`config.mk`:
```
export PLATFORM = sky130hd
export DESIGN_NAME = pcs_tx_oset_gen_wide
export DESIGN_NICKNAME = d
export VERILOG_FILES = /design/src/rtl/pcs_tx_oset_gen_wide.sv
export SDC_FILE = /design/constraint.sdc
export NUM_CORES = 1
export LEC_CHECK = 0
export ABC_AREA = 1
export CORE_ASPECT_RATIO = 1.1
export CORE_MARGIN = 3
export CORE_UTILIZATION = 55
export DETAILED_ROUTE_END_ITERATION = 7
export GPL_ROUTABILITY_DRIVEN = 0
export PLACE_DENSITY = 0.81
export SKIP_LAST_GASP = 1
export SYNTH_ARGS = -nofsm -noshare
export SYNTH_HDL_FRONTEND = slang
export SYNTH_SLANG_ARGS = --single-unit
```
`constraint.sdc`:
```
create_clock -name clk -period 2.9 [get_ports clk]
set_input_delay 0.29 -clock clk [delete_from_list [all_inputs] [get_ports clk]]
set_output_delay 0.29 -clock clk [all_outputs]
set_load 0.02 [all_outputs]
```
`src/rtl/pcs_tx_oset_gen_wide.sv`:
```
// rtl/pcs_tx_oset_gen_wide.sv - multi-slot Clause 36 transmit ordered-set generator
module pcs_tx_oset_gen_wide #(
    parameter int LANES      = 1,
    parameter int CFG_REPEAT = 1
) (
    input  logic                 clk,
    input  logic                 rst_n,
    input  logic                 mr_main_reset,
    input  logic                 tx_ce,
    input  logic [1:0]           xmit,
    input  logic [15:0]          tx_config_reg,
    input  logic [8*LANES-1:0]   TXD,
    input  logic [LANES-1:0]     TX_EN,
    input  logic [LANES-1:0]     TX_ER,
    input  logic                 assert_lpidle,
    input  logic                 receiving,
    input  logic                 tx_rd_pos,
    output logic [9*LANES-1:0]   tx_sym,
    output logic                 tx_sym_valid,
    output logic                 tx_even,
    output logic                 transmitting,
    output logic                 COL,
    output logic [2:0]           tx_state
);

    localparam logic [1:0] XMIT_CONFIG = 2'd0;
    localparam logic [1:0] XMIT_DATA   = 2'd2;

    localparam logic [8:0] SYM_K285 = 9'h1BC;
    localparam logic [8:0] SYM_S    = 9'h1FB;
    localparam logic [8:0] SYM_T    = 9'h1FD;
    localparam logic [8:0] SYM_R    = 9'h1F7;
    localparam logic [8:0] SYM_V    = 9'h1FE;

    localparam logic [7:0] OCT_C1  = 8'hB5;
    localparam logic [7:0] OCT_C2  = 8'h42;
    localparam logic [7:0] OCT_I1  = 8'hC5;
    localparam logic [7:0] OCT_I2  = 8'h50;
    localparam logic [7:0] OCT_LI1 = 8'hA6;
    localparam logic [7:0] OCT_LI2 = 8'h9A;
    localparam logic [7:0] OCT_EXT = 8'h0F;

    localparam logic [3:0] CFG_LAST = 4'(CFG_REPEAT - 1);

    typedef enum logic [2:0] {
        ST_CONFIG = 3'd0,
        ST_IDLE   = 3'd1,
        ST_LPI    = 3'd2,
        ST_DATA   = 3'd3,
        ST_END    = 3'd4,
        ST_ALIGN  = 3'd5
    } state_t;

    // Registered state
    state_t       state_q;
    logic [1:0]   pos_q;
    logic [3:0]   cnt_q;
    logic         phase_q;
    logic [15:0]  cfg_q;
    logic [7:0]   odd_q;
    logic         even_q;
    logic [9:0]   fifo_q [2];

    // Next-state values produced by the slot walk
    state_t       state_n;
    logic [1:0]   pos_n;
    logic [3:0]   cnt_n;
    logic         phase_n;
    logic [15:0]  cfg_n;
    logic [7:0]   odd_n;
    logic         even_n;
    logic [9:0]   fifo_n [2];
    logic [9*LANES-1:0] sym_n;
    logic         busy_n;

    // Slot-walk scratch
    logic [9:0]   cat [LANES+2];
    logic [8:0]   slot_sym;
    logic         slot_busy;
    logic [7:0]   oct;
    logic         en;
    logic         er;
    state_t       post_st;

    assign tx_state = state_q;

    // Walk the LANES slots of this cycle in time order, oldest buffered octet first
    always_comb begin
        cat[0] = fifo_q[0];
        cat[1] = fifo_q[1];
        for (int i = 0; i < LANES; i++) begin
            cat[2+i] = {TX_ER[i], TX_EN[i], TXD[8*i +: 8]};
        end
        state_n   = state_q;
        pos_n     = pos_q;
        cnt_n     = cnt_q;
        phase_n   = phase_q;
        cfg_n     = cfg_q;
        odd_n     = odd_q;
        even_n    = even_q;
        sym_n     = '0;
        busy_n    = 1'b0;
        slot_sym  = SYM_K285;
        slot_busy = 1'b0;
        oct       = 8'h00;
        en        = 1'b0;
        er        = 1'b0;
        post_st   = (xmit == XMIT_CONFIG) ? ST_CONFIG : ST_IDLE;
        for (int i = 0; i < LANES; i++) begin
            oct       = cat[i][7:0];
            en        = cat[i][8];
            er        = cat[i][9];
            slot_sym  = SYM_K285;
            slot_busy = 1'b0;

            // Mode changes out of IDLE/LPI only take effect on an ordered-set boundary
            if ((state_n == ST_IDLE || state_n == ST_LPI) && even_n && xmit == XMIT_CONFIG) begin
                state_n = ST_CONFIG;
                pos_n   = 2'd0;
            end
            if (state_n == ST_LPI && even_n && (!assert_lpidle || en)) begin
                state_n = ST_IDLE;
            end

            case (state_n)
                ST_CONFIG: begin
                    case (pos_n)
                        2'd0: begin
                            slot_sym = SYM_K285;
                            cfg_n    = tx_config_reg;
                        end
                        2'd1: slot_sym = {1'b0, phase_n ? OCT_C2 : OCT_C1};
                        2'd2: slot_sym = {1'b0, cfg_n[7:0]};
                        default: begin
                            slot_sym = {1'b0, cfg_n[15:8]};
                            if (cnt_n == CFG_LAST) begin
                                cnt_n   = 4'd0;
                                phase_n = ~phase_n;
                            end else begin
                                cnt_n = cnt_n + 4'd1;
                            end
                            if (xmit != XMIT_CONFIG) begin
                                state_n = ST_IDLE;
                            end
                        end
                    endcase
                    pos_n = pos_n + 2'd1;
                end
                ST_IDLE: begin
                    if (!even_n) begin
                        slot_sym = {1'b0, odd_n};
                    end else if (xmit == XMIT_DATA && en) begin
                        slot_sym  = SYM_S;
                        slot_busy = 1'b1;
                        state_n   = ST_DATA;
                    end else if (assert_lpidle && !en) begin
                        odd_n   = tx_rd_pos ? OCT_LI1 : OCT_LI2;
                        state_n = ST_LPI;
                    end else begin
                        odd_n = tx_rd_pos ? OCT_I1 : OCT_I2;
                    end
                end
                ST_LPI: begin
                    if (!even_n) begin
                        slot_sym = {1'b0, odd_n};
                    end else begin
                        odd_n = tx_rd_pos ? OCT_LI1 : OCT_LI2;
                    end
                end
                ST_DATA: begin
                    slot_busy = 1'b1;
                    if (en) begin
                        slot_sym = er ? SYM_V : {1'b0, oct};
                    end else begin
                        slot_sym = SYM_T;
                        state_n  = ST_END;
                    end
                end
                ST_END: begin
                    slot_busy = 1'b1;
                    if (er && !en) begin
                        slot_sym = (oct == OCT_EXT) ? SYM_R : SYM_V;
                    end else begin
                        // A trailing /R/ on an even slot needs a second one to realign
                        slot_sym = SYM_R;
                        state_n  = even_n ? ST_ALIGN : post_st;
                        pos_n    = 2'd0;
                    end
                end
                ST_ALIGN: begin
                    slot_busy = 1'b1;
                    slot_sym  = SYM_R;
                    state_n   = post_st;
                    pos_n     = 2'd0;
                end
                default: begin
                    state_n = ST_CONFIG;
                    pos_n   = 2'd0;
                end
            endcase

            sym_n[9*i +: 9] = slot_sym;
            busy_n          = busy_n | slot_busy;
            even_n          = ~even_n;
        end
        fifo_n[0] = cat[LANES];
        fifo_n[1] = cat[LANES+1];
    end

    // State, slot buffer and output registers; both resets force CONFIG and flush the buffer
    always_ff @(posedge clk or negedge rst_n) begin
        if (!rst_n) begin
            state_q      <= ST_CONFIG;
            pos_q        <= 2'd0;
            cnt_q        <= 4'd0;
            phase_q      <= 1'b0;
            cfg_q        <= 16'h0000;
            odd_q        <= OCT_I2;
            even_q       <= 1'b1;
            fifo_q[0]    <= '0;
            fifo_q[1]    <= '0;
            tx_sym       <= {LANES{SYM_K285}};
            tx_sym_valid <= 1'b0;
            tx_even      <= 1'b0;
            transmitting <= 1'b0;
            COL          <= 1'b0;
        end else if (mr_main_reset) begin
            state_q      <= ST_CONFIG;
            pos_q        <= 2'd0;
            cnt_q        <= 4'd0;
            phase_q      <= 1'b0;
            cfg_q        <= 16'h0000;
            odd_q        <= OCT_I2;
            even_q       <= 1'b1;
            fifo_q[0]    <= '0;
            fifo_q[1]    <= '0;
            tx_sym       <= {LANES{SYM_K285}};
            tx_sym_valid <= 1'b0;
            tx_even      <= 1'b0;
            transmitting <= 1'b0;
            COL          <= 1'b0;
        end else begin
            tx_sym_valid <= tx_ce;
            if (tx_ce) begin
                state_q      <= state_n;
                pos_q        <= pos_n;
                cnt_q        <= cnt_n;
                phase_q      <= phase_n;
                cfg_q        <= cfg_n;
                odd_q        <= odd_n;
                even_q       <= even_n;
                fifo_q[0]    <= fifo_n[0];
                fifo_q[1]    <= fifo_n[1];
                tx_sym       <= sym_n;
                tx_even      <= even_q;
                transmitting <= busy_n;
                COL          <= transmitting & receiving & (xmit == XMIT_DATA);
            end
        end
    end

endmodule
```
==> impl_metrics.env <==
export IMPL_synth_seq_area_share_pct=46.2
export IMPL_leakage_nw=2.20
export IMPL_power_report_internal_total_mw=1.56
export IMPL_cts_tree="yes"
export IMPL_core_um2=6340
export IMPL_grt_use_total_pct=24.8
export IMPL_worstSetupPathType="flip-flop to flip-flop"
export IMPL_remaining_drc_errors=0
export IMPL_cts_made_buffers=9
export IMPL_tightestPinTransition_ns=0.829
export IMPL_drive_gt1_share_pct=9.51
export IMPL_fin_worst_hold_slack_ns=0.106
export IMPL_cts_root_buf="clkbuf_8"
export IMPL_skew_ns=0.00980
export IMPL_antenna_left=0
export IMPL_final_nets=583
export IMPL_drt_vias_per_instance=5.54
export IMPL_critPathLaunch="even_q"
export IMPL_syn_nets=534
export IMPL_hold_viol_final=0
export IMPL_outcome="completed"
export IMPL_cp_required_ns=3.18
export IMPL_p_per_area_nw_per_um2=485
export IMPL_ys_flop_type="dfrtp_1"
export IMPL_grt_pass1_vias=3319
export IMPL_dieHeight_um=92.1
export IMPL_cp_slowest_stage_delay_ns=0.72
export IMPL_dp_hpwl_um=6550
export IMPL_worstSetupEndpoint="tx_sym[5]"
export IMPL_p_seq_share_pct=48.1
export IMPL_sw_frac_of_total_pct=28.2
export IMPL_row_count=30
export IMPL_firstDrtPassIters=6
export IMPL_cap_violations=0
export IMPL_clk_latency_ns=0.36
export IMPL_min_period_ns=2.64
export IMPL_reg2reg_slack_ns=0.26
export IMPL_clock_fmax_mhz=378
export IMPL_netlist_area_um2=3700
export IMPL_r2r_cells=14
export IMPL_wl_per_cell_um=14.6
export IMPL_post_cts_setup_buffers=0
export IMPL_cts_buffer_depth=2
export IMPL_htreeDepth=3
export IMPL_clkPwrFrac_pct=37.3
export IMPL_diodes=0
export IMPL_num_vias=3474
export IMPL_clkSinkCount=68
export IMPL_floorplan_die_area_um2=7760
export IMPL_cp_max_fo=17
export IMPL_crit_path_cell_trace="inv_2 -> nor2_8 -> nand3_4 -> nand2_1 -> inv_1 -> ha_1 -> clkinv_1 -> nand3_1 -> a21oi_1 -> a21oi_1 -> nand2_1 -> nand2_1 -> nor2_1 -> a21oi_1"
export IMPL_start_util_pct=58.4
export IMPL_slew_headroom_pct=44.7
export IMPL_drt_first_iter_violations=279
export IMPL_switchingPower_mw=0.610
export IMPL_finalCritPeriodShare_pct=91.1
export IMPL_grt_start_max_net_pins=69
export IMPL_setup_viol=0
export IMPL_antenna_found_initial=0
export IMPL_fin_tns_setup_ns=0
export IMPL_async_flop_share_pct=100
export IMPL_synth_cells=493
export IMPL_rsz0062_at_grt="false"
export IMPL_grt_overflow=0
export IMPL_syn_to_final_growth_pct=20.6
export IMPL_final_common_cell="nand2_1"
export IMPL_yosysWarnings=0
export IMPL_critPathLaunchType="flip-flop"
export IMPL_vdd_drop_max_mv=0.355
export IMPL_die_w_um=84.3
export IMPL_clk_pin_slew_worst_paths_ns=0.08
export IMPL_n_fill_cell=526
export IMPL_final_cell_mix="nand2_1, nand3_1, dfrtp_1, nor2_1"
export IMPL_min_path_type="input pin to async pin"
export IMPL_ys_ff_latch=68
export IMPL_worst_path_max_delay_cell="dfstp_4"
export IMPL_p_comb_share_pct=14.7
export IMPL_synth_edf_count=0
export IMPL_synth_area_per_cell_um2=7.51
export IMPL_synth_distinct_cells=36
export IMPL_reg2reg_to="tx_sym[5]"
export IMPL_slew_violations=0
export IMPL_grt_pass1_wl_um=15400
export IMPL_wl_um=9150
export IMPL_end_kind="flip-flop"
export IMPL_reg2reg_from="even_q"
export IMPL_port_buffers=50
export IMPL_crit_arrival_ns=2.92
export IMPL_pin_count=51
==> critical path: cells and delay by family, from the launching register on <==
kind,cells,cell delay (ns)
flops,1,0.72
compound gates,3,0.29
fa+ha+maj,1,0.29
buf+inv,3,0.40
simple gates,7,0.85
==> metal layers <==
layer / global-route usage [%] / vias to the layer above / share of wire (%)
met5: 0 / - / 0
met4: 9.38 / 0 / 2.5
met3: 5.66 / 25 / 5.7
met2: 40.6 / 130 / 48
met1: 32.0 / 1634 / 43
li1: - / 1685 / -
==> registers in the layout (all words and copies together), names as in the netlist <==
register	count
odd_q	8
even_q	1
tx_sym_valid	1
cnt_q	4
cfg_q	16
tx_state	3
transmitting	1
phase_q	1
pos_q	2
COL	1
cat	20
tx_sym	9
tx_even	1
==> synthesized netlist by cell type (2+ instances only) <==
cell type / instances / area, um^2
buf_2: 3 / 15.0
dfrtp_1: 59 / 1480
o21ai_1: 2 / 10.0
nand3_1: 64 / 320
nand2_1: 136 / 510
ha_1: 6 / 75.1
inv_2: 3 / 11.3
o22ai_1: 7 / 43.8
buf_4: 2 / 15.0
dfstp_2: 9 / 236
buf_1: 3 / 11.3
nand2_4: 2 / 22.5
clkinv_1: 2 / 7.51
a21oi_1: 19 / 95.1
nor2_2: 3 / 18.8
or2_2: 4 / 25.0
o21ai_0: 37 / 185
nand4_1: 4 / 25.0
nor3_1: 2 / 10.0
xor2_1: 2 / 17.5
nor2_8: 2 / 40.0
clkbuf_1: 9 / 33.8
nor2_1: 52 / 195
inv_1: 49 / 184
==> per-stage QoR <==
step | setup WS [ns] | cells | cell area [um^2] | power [mW] | util, %
5_1_grt | 0.0657 | 627 | 4470 | 2.26 | 70.4
3_3_place_gp | 0.373 | 611 | 4260 | 1.36 | 67.2
4_1_cts | 0.255 | 627 | 4460 | 2.17 | 70.4
3_5_place_dp | 0.218 | 611 | 4260 | 1.37 | 67.2
2_1_floorplan | 0.667 | 493 | 3700 | 1.24 | -
6_report | 0.258 | 627 | 4470 | 2.17 | 70.4
==> power by group through the flow <==
stage / sequential, mW / clock [mW] / combinational [mW]
global placement: 1.05 / 0 / 0.309
CTS: 1.04 / 0.810 / 0.318
finish: 1.04 / 0.807 / 0.318
floorplan: 1.06 / 0 / 0.182
detailed placement: 1.06 / 0 / 0.316
global route: 1.05 / 0.863 / 0.353
==> how the worst min path moves through the flow <==
stage	start	to	slack [ns]
5_1_grt	rst_n	cfg_q[15]	0.19
2_1_floorplan	rst_n	COL	-0.006
6_report	rst_n	cfg_q[15]	0.11
3_5_place_dp	pos_q[0]	pos_q[0]	0.47
4_1_cts	rst_n	cnt_q[2]	0.15
3_3_place_gp	tx_even	tx_even	0.46
==> layout make-up <==
class                      instances  area, um^2  area share (%)
tap                               80         100            2.24
sequential                        68        1720            38.4
clock inverter                     5        61.3            1.37
timing repair buffer              56         541            12.1
clock buffer                      11         141            3.16
multi-input combinational        353        1710            38.2
inverter                          54         203            4.54
==> logic make-up (layout without fill, tap and decap cells) <==
family	after synthesis	after routing	share of synthesized area, %
DFF	68	68	46.2
buffers and inverters	72	126	7.80
AOI/OAI and AO/OA	71	71	10.5
adders and majority gates	6	6	2.03
and+or+nand+nor	274	274	33.0
xor gates and xnor gates	2	2	0.473
==> repair_timing <==
| item | CTS | global route |
|---|---|---|
| endpoints found under the setup margin | 0 | 1 |
| gates resized for setup | 0 | 1 |
| hold buffers | 0 | 0 |
(Power assumes the default switching activity.)
